## src/rtl/rr_hold_arbiter.sv

```systemverilog
// rr_hold_arbiter
//   Round-robin arbiter with grant hold. A granted requester keeps its grant
//   for a tenure. The tenure ends when its request drops, when it marks its
//   final cycle with last, or when it has held the grant for MAX_HOLD cycles.
//   At the end of a tenure the pointer moves past the holder, and the next
//   winner is granted on the following cycle with no idle bubble.
//
// Ports
//   clk            rising-edge clock
//   rst            synchronous, active-high reset
//   req[SIZE]      per-requester request, bit i = requester i
//   last           holder's final-cycle marker, only looked at while granted
//   gnt[SIZE]      registered one-hot grant, zero when idle
//   gnt_valid      registered, equals |gnt
//   gnt_idx        registered binary index of the grant, zero when idle
//   dbg_state_o    FSM state (0 = IDLE, 1 = GRANT)
//   dbg_ptr_o      round-robin pointer (highest-priority index)
//   dbg_hold_o     cycles already held in the current tenure, minus one
//
// Grant/last handshake: gnt_valid acts as the valid and the holder's request
// acts as the ready. A tenure cycle completes on every edge where gnt_valid=1.
// The holder closes the tenure by presenting last=1, or by dropping its
// request, in a cycle where gnt_valid=1. Outside gnt_valid=1, last is ignored.
module rr_hold_arbiter #(
  parameter int SIZE     = 4,
  parameter int MAX_HOLD = 4
) (
  input  logic                      clk,
  input  logic                      rst,
  input  logic [SIZE-1:0]           req,
  input  logic                      last,
  output logic [SIZE-1:0]           gnt,
  output logic                      gnt_valid,
  output logic [$clog2(SIZE)-1:0]   gnt_idx,
  output logic                      dbg_state_o,
  output logic [$clog2(SIZE)-1:0]   dbg_ptr_o,
  output logic [((MAX_HOLD > 1) ? $clog2(MAX_HOLD) : 1)-1:0] dbg_hold_o
);

  localparam int IW = $clog2(SIZE);
  localparam int HW = (MAX_HOLD > 1) ? $clog2(MAX_HOLD) : 1;

  typedef enum logic {
    IDLE  = 1'b0,
    GRANT = 1'b1
  } state_e;

  state_e          state_q, state_d;
  logic [IW-1:0]   ptr_q, ptr_d;
  logic [HW-1:0]   hold_cnt_q, hold_cnt_d;
  logic [SIZE-1:0] gnt_q, gnt_d;
  logic [IW-1:0]   idx_q, idx_d;
  logic            vld_q, vld_d;

  logic            tenure_end;
  logic [IW-1:0]   next_ptr;
  logic [IW-1:0]   arb_base;
  logic            win_found;
  logic [IW-1:0]   win_idx;
  int              cand;

  // Arbitration. At a tenure end the scan already starts from the advanced
  // pointer, so the old holder falls to lowest priority for the new winner.
  always_comb begin
    tenure_end = (state_q == GRANT) &&
                 (!req[idx_q] || last || (hold_cnt_q == HW'(MAX_HOLD - 1)));
    next_ptr   = (idx_q == IW'(SIZE - 1)) ? '0 : idx_q + IW'(1);
    arb_base   = tenure_end ? next_ptr : ptr_q;
    win_found  = 1'b0;
    win_idx    = '0;
    cand       = 0;
    for (int i = 0; i < SIZE; i++) begin
      cand = (int'(arb_base) + i) % SIZE;
      if (!win_found && req[IW'(cand)]) begin
        win_found = 1'b1;
        win_idx   = IW'(cand);
      end
    end
  end

  // State register
  always_ff @(posedge clk) begin
    if (rst) begin
      state_q    <= IDLE;
      ptr_q      <= '0;
      hold_cnt_q <= '0;
      gnt_q      <= '0;
      idx_q      <= '0;
      vld_q      <= 1'b0;
    end else begin
      state_q    <= state_d;
      ptr_q      <= ptr_d;
      hold_cnt_q <= hold_cnt_d;
      gnt_q      <= gnt_d;
      idx_q      <= idx_d;
      vld_q      <= vld_d;
    end
  end

  // Next-state logic
  always_comb begin
    state_d    = state_q;
    ptr_d      = ptr_q;
    hold_cnt_d = hold_cnt_q;
    gnt_d      = gnt_q;
    idx_d      = idx_q;
    vld_d      = vld_q;
    case (state_q)
      IDLE: begin
        if (win_found) begin
          state_d    = GRANT;
          gnt_d      = {{(SIZE-1){1'b0}}, 1'b1} << win_idx;
          idx_d      = win_idx;
          vld_d      = 1'b1;
          hold_cnt_d = '0;
        end
      end
      GRANT: begin
        if (tenure_end) begin
          ptr_d = next_ptr;
          if (win_found) begin
            gnt_d      = {{(SIZE-1){1'b0}}, 1'b1} << win_idx;
            idx_d      = win_idx;
            vld_d      = 1'b1;
            hold_cnt_d = '0;
          end else begin
            state_d    = IDLE;
            gnt_d      = '0;
            idx_d      = '0;
            vld_d      = 1'b0;
            hold_cnt_d = '0;
          end
        end else begin
          hold_cnt_d = hold_cnt_q + HW'(1);
        end
      end
      default: begin
        state_d = IDLE;
      end
    endcase
  end

  // Output logic
  always_comb begin
    gnt         = gnt_q;
    gnt_valid   = vld_q;
    gnt_idx     = idx_q;
    dbg_state_o = state_q;
    dbg_ptr_o   = ptr_q;
    dbg_hold_o  = hold_cnt_q;
  end

endmodule
```

## config.mk

```make
export PLATFORM = sky130hd
export DESIGN_NAME = rr_hold_arbiter
export DESIGN_NICKNAME = d
export VERILOG_FILES = /design/src/rtl/rr_hold_arbiter.sv
export SDC_FILE = /design/constraint.sdc
export NUM_CORES = 1
export LEC_CHECK = 0
export ABC_AREA = 1
export CELL_PAD_IN_SITES_DETAIL_PLACEMENT = 0
export CELL_PAD_IN_SITES_GLOBAL_PLACEMENT = 1
export CORE_MARGIN = 3
export CORE_UTILIZATION = 38
export CTS_BUF_LIST = sky130_fd_sc_hd__clkbuf_16
export DETAILED_ROUTE_END_ITERATION = 7
export MAX_ROUTING_LAYER = met4
export PLACE_DENSITY = 0.93
export SKIP_LAST_GASP = 1
export SYNTH_ARGS = -nofsm -noshare
export SYNTH_HDL_FRONTEND = slang
export SYNTH_SLANG_ARGS = --single-unit
```

## constraint.sdc

```tcl
create_clock -name clk -period 5.7 [get_ports clk]
set_input_delay 0.855 -clock clk [delete_from_list [all_inputs] [get_ports clk]]
set_output_delay 0.855 -clock clk [all_outputs]
set_load 0.005 [all_outputs]
```

==> flow_summary.toml, run 1 <==
[outcome]
status = "completed"

[sta]
post-route-min-period_ps = 2960
rsz0062_at_grt = "false"
finClkSkew_ps = 0.630
final_hold_viol_count = 0
worst_pin_slew_ps = 567
hold_slack_ps = 468
setup_violations = 0
drv_slew = 0
maxClockFrequency_mhz = 338
timing.final.ws_setup_ps = 2740
fin_tns_setup_ps = 0
min_period_over_period = 0.519
max_slew_margin = 0.621

[global_route]
grt-ovfl-total = 0
grt_pass1_wl_um = 4260
grt_start_max_net_pins = 14
antenna_found_initial = 0
grt.total_usage = 0.169
first_global_vias = 979

[clock_tree]
clock_latency_ps = 240
root_buffer = "clkbuf_16"
cts_tree = "yes"
post-cts-setup-buffers = 0
clock_path_buffers = 2
cts.sinks = 12
path_clk_slew_ps = 40
postCtsHoldBufs = 0
cts_resized = 0
cts_max_level = 1
cts_buffers = 3

[detailed_routing]
remaining_drc_errors = 0
vias_per_cell = 5.09
drt_wl_total_um = 2470
top_layer = "met4"
vias = 1049
routedWlPerCell_um = 12.0
drtIter0Drc = 27
firstDrtPassIters = 4
drtAntennaViolNets = 0
route.met3.wl_um = 160
wl_met1_um = 1120
route.met2.wl_um = 1140

[yosys]
ys_ff_latch = 12
syn_nets = 167
synth_area_leaders = "dfxtp_1 (23%), nand2_1 (18%), nand2_2 (12%)"
yosys.area.top_type = "dfxtp_1"
syn-cell-area_sq_mm = 0.00103
synthDistinctLibCells = 23
synth_cells = 158
synth-warning-count = 0
yosysSeqAreaShare = 0.234
syn_area_per_cell_sq_um = 6.49
synth_top_area_frac = 0.234

[worst_setup_path]
critPathBufInv = 2
cpMaxStageDelayCell = "clkdlybuf4s50_1"
arrival_ps = 3070
cp_max_fo = 13
critPathCaptureType = "flop"
path_delay_family = "simple AND/OR/NAND/NOR gates"
r2r-end = "gnt_valid"
ff2ff_path_depth = 17
required_ps = 5810
rrSetupSlack_ps = 3360
cp_common_cell = "nand2_1"
crit_path_start_kind = "input port"
path_class = "input port to flop"
rr_startpoint = "dbg_hold_o[0]"
max_stage_delay_ps = 540
path_cells = "clkdlybuf4s50_1, nand2_1, nand3_2, nand3_4, nand2_4, nand2_1, nand2_2, nand2_1, nand2_1, nand2_1, nand2_2, nor2_4, nand3_2, nand2_2, nand2_4, clkinv_4, a21oi_1, nor2_1"

[worst_hold_path]
hold-path-endpoint = "gnt[0]"
holdPathStages = 2
min_from = "gnt[0]"
min_path_type = "flop to flop"

[cells_and_area]
finalNonFillerCells = 206
nets = 187
multi_input_comb_area_sq_um = 706
fill_cells = 253
design_area_sq_mm = 0.00129
antennaDiodeCount = 0
syn2layout_area_growth_pct = 26.0
seq_area_sq_um = 240
final_layout_size_suffix_gt1_frac = 0.227

[flow_run]
maxCapViolCount = 0

[die]
die_w_um = 58.0
rows = 18
io_pins = 19
core_sq_mm = 0.00252
fp.dieH_um = 58.0
die-area_sq_mm = 0.00336
initial_core_util = 0.407

[placement]
gp_congestion = 0.850
numPortBuffers = 18
dp.cells = 203
dpl-instance-area_sq_mm = 0.00122
post-place-ws_ps = 2500
dp_hpwl_um = 1950

[pwr]
leakagePower_nw = 0.592
powerDensity_mw_per_mm2 = 542
peakVddDrop_mv = 0.347
[Yosys cell counts (all sizes together)]
| cell | number |
|---|---|
| clkinv | 1 |
| nand4 | 2 |
| nand3b | 1 |
| buf | 2 |
| nand2 | 69 |
| a31oi | 1 |
| a21oi | 9 |
| dfxtp | 12 |
| ha | 2 |
| clkbuf | 1 |
| a211oi | 1 |
| nand3 | 26 |
| inv | 12 |
| o21ai | 2 |
| nor2 | 17 |
[metrics by stage]
stage,power (mW),utilization
3_5_place_dp,0.574,0.483
6_report,0.701,0.512
2_1_floorplan,0.472,-
5_1_grt,0.761,0.512
4_1_cts,0.706,0.512
3_3_place_gp,0.571,0.483
[cell type report]
| type | count | area share |
|---|---|---|
| well taps | 30 | 0.0290 |
| multi-input cells | 130 | 0.546 |
| clock buffers | 3 | 0.0581 |
| flip-flops and latches | 12 | 0.186 |
| inverters | 13 | 0.0416 |
| repair buffers | 18 | 0.139 |
[worst min-delay path, stage by stage, from the launching register on]
cell and delay (ps):
dfxtp_1 310, nand2_2 70, a21oi_2 50
[worst max path at each step]
stage,startpoint,to,slack [ps],depth (start not counted)
floorplan,last,gnt[2],3300,15
global placement,req[1],gnt_valid,2520,18
detailed placement,req[1],gnt_valid,2500,18
CTS,req[1],gnt_valid,2750,18
global route,req[2],gnt[1],2540,15
finish,req[1],gnt_valid,2740,18
[cell families after synthesis]
logic type	share of synthesized area
flip-flops	0.234
buffers and inverters	0.0780
AO/OA/AOI/OAI	0.0927
AND/OR/NAND/NOR	0.571
adder cells (fa/ha/maj)	0.0244
[per-layer routing]
metal	vias to the layer above	global-route usage
met5	-	-
met4	0	0.0861
met3	5	0.0423
met2	33	0.261
met1	464	0.202
li1	547	-
[registers in the layout, summed over array words and instances (netlist names)]
name,flops
dbg_hold_o,2
dbg_ptr_o,2
gnt_valid,1
gnt,4
gnt_idx,2
dbg_state_o,1
[cells in the final DEF (no fill, tap or decap), types with 2 or more instances in the layout]
master,netlist,layout
a21oi_1,3,3
a21oi_2,6,6
clkbuf_16,0,3
clkdlybuf4s50_1,0,18
dfxtp_1,12,12
ha_1,2,2
inv_1,12,12
nand2_1,48,48
nand2_2,19,19
nand2_4,2,2
nand3_1,21,21
nand3_2,4,4
nand4_1,2,2
nor2_1,14,14
nor2_4,2,2
[power by group]
part | internal (mW) | switching (mW) | total [mW]
sequential | 0.108 | 0.0235 | 0.131
combinational | 0.164 | 0.280 | 0.444
clock | 0.0911 | 0.0345 | 0.126
total | 0.362 | 0.338 | 0.701
Note: power is estimated with default switching activity, not from simulation.
==> run 2, diff against run 1 <==
- CORE_UTILIZATION: 38 -> 32
- PLACE_DENSITY: 0.93 -> 0.84
- clock period: 5.7 -> 2.4 ns (I/O delays scaled with it)
==> run 2 against run 1 <==
  * Clock-buffer cell count did not move
  * Power increased to 3.0 times the previous value
  * Cell count up 19%
  * Setup slack got worse by 2600 ps
  * Flip-flop and latch count stayed put
  * Register-to-register slack got worse by 3200 ps
  * First-iteration DRC count rose by 96%
  * Clock skew increased by 4.5 ps
  * Critical path depth stayed put
  * Clock power is 140% higher
  * Non-clock buffer count rose by 26
  * Sequential share of layout area down 3.4 points
  * Critical path type unchanged
  * Critical endpoint is now gnt[3]
  * Largest cell class unchanged
  * Highest routed layer unchanged
==> flow_summary.toml, run 2 (synthesized netlist as in run 1, its figures left out) <==
[pwr]
finalPower_mw = 2.10
powerDensity_mw_per_mm2 = 1310
peakVddDrop_mv = 0.835
leakagePower_nw = 0.780

[detailed_routing]
firstDrtPassIters = 4
drtIter0Drc = 53
vias_per_cell = 4.88
remaining_drc_errors = 0
routedWlPerCell_um = 13.0
drtAntennaViolNets = 0
drt_wl_total_um = 3190
vias = 1200

[sta]
maxClockFrequency_mhz = 443
post-route-min-period_ps = 2260
hold_slack_ps = 468
finClkSkew_ps = 5.09
worst_pin_slew_ps = 563
drv_slew = 0
fin_tns_setup_ps = 0
min_period_over_period = 0.940
max_slew_margin = 0.624
final_hold_viol_count = 0
setup_violations = 0

[placement]
numPortBuffers = 18
dp_hpwl_um = 2300
dpl-instance-area_sq_mm = 0.00138
gp_congestion = 0.857

[worst_setup_path]
arrival_ps = 2430
cp_common_cell = "nand2_1"
max_stage_delay_ps = 410
path_class = "input port to flop"
crit_path_start_kind = "input port"
critPathCaptureType = "flop"
path_cells = "clkdlybuf4s50_1, nor2_2, nand3_4, nand2_4, nand2_4, nand2_4, buf_6, nand2_1, nand2_1, nand2_1, nand2_2, buf_4, nand3_1, nand2_1, nor2_1, nand2_1, nand3_1, a21oi_2"
required_ps = 2570
cpMaxStageDelayCell = "clkdlybuf4s50_1"
cp_max_fo = 7

[clock_tree]
cts.sinks = 12
clock_path_buffers = 2
postCtsHoldBufs = 0
cts_tree = "yes"
root_buffer = "clkbuf_16"
path_clk_slew_ps = 40
cts_buffers = 3
clock_latency_ps = 240
cts_max_level = 1

[cells_and_area]
syn2layout_area_growth_pct = 56.5
final_layout_size_suffix_gt1_frac = 0.407
largest_reg_flops = 4
final_cell_mix = "nand2_1 (42), buf_4 (25), nand2_2 (23)"
seq_area_sq_um = 244
design_area_sq_mm = 0.00161
antennaDiodeCount = 0
nets = 214
fill_cells = 277
multi_input_comb_area_sq_um = 785
final_common_cell = "nand2_1"
fin_util = 0.553

[global_route]
antenna_found_initial = 0
grt-ovfl-total = 0
grt.total_usage = 0.169
grt_pass1_wl_um = 5310
grt_start_max_net_pins = 13
first_global_vias = 1161

[flow_run]
maxCapViolCount = 0

[outcome]
status = "completed"

[die]
die_w_um = 62.6
die-area_sq_mm = 0.00392
core_sq_mm = 0.00290
io_pins = 19
rows = 19
initial_core_util = 0.354
fp.dieH_um = 62.6

[worst_hold_path]
min_path_type = "flop to flop"
## run 2: cell types whose count changed in the layout (fill, tap and decap cells not counted), moves of 2 or more
cell / delta
dlymetal6s2s_1: +4
nand3_1: -4
nor2_2: +2
nand2_1: -6
clkdlybuf4s50_1: -4
buf_4: +25
nand3_2: +4
nand2_2: +4
nor2_1: -3
nand2_4: +3
## run 2: metrics by stage
| step | cells | setup slack, ps |
|---|---|---|
| floorplan | 158 | 349 |
| global placement | 235 | -192 |
| detailed placement | 235 | -266 |
| CTS | 241 | 14.7 |
| global route | 246 | -8.25 |
| finish | 246 | 144 |
## run 2: path summary, 6_finish.rpt
kind                                  from      to  slack [ps]  cells after the start
worst max-delay path                  last  gnt[3]         140                     18
worst min-delay path                gnt[3]  gnt[3]         470                      2
worst max register to register  gnt_idx[0]  gnt[3]         160                     17
worst min register to register      gnt[3]  gnt[3]         470                      2
## run 2: area by class of cell
| type | instances | area share |
|---|---|---|
| Tap cell | 42 | 0.0327 |
| Multi-Input combinational cell | 131 | 0.489 |
| Inverter | 13 | 0.0351 |
| Clock inverter | 1 | 0.00234 |
| Clock buffer | 3 | 0.0468 |
| Sequential cell | 12 | 0.152 |
| Timing Repair Buffer | 44 | 0.242 |
## run 2: layer usage
layer  vias to the layer above  global-route usage  share of wire
met5                         -                   -              0
met4                         0              0.0799          0.044
met3                        18              0.0216          0.051
met2                        44               0.281           0.48
met1                       537               0.202           0.43
li1                        601                   -              -
## run 2: power breakdown
group | internal [mW] | switching (mW)
Clock | 0.219 | 0.0857
Combinational | 0.642 | 0.823
Sequential | 0.260 | 0.0672
## run 2: timing repair
action                     CTS  global route
pin swaps                    1            17
setup endpoints to repair    5            10
gates cloned                 1             0
setup buffers                1             5
resized for setup            3            26
## run 2: worst max-delay path, delay by kind of cell
| family | cells | cell delay, ps |
|---|---|---|
| and+or+nand+nor | 14 | 1280 |
| buffers and inverters | 3 | 650 |
| AOI/OAI and AO/OA | 1 | 120 |
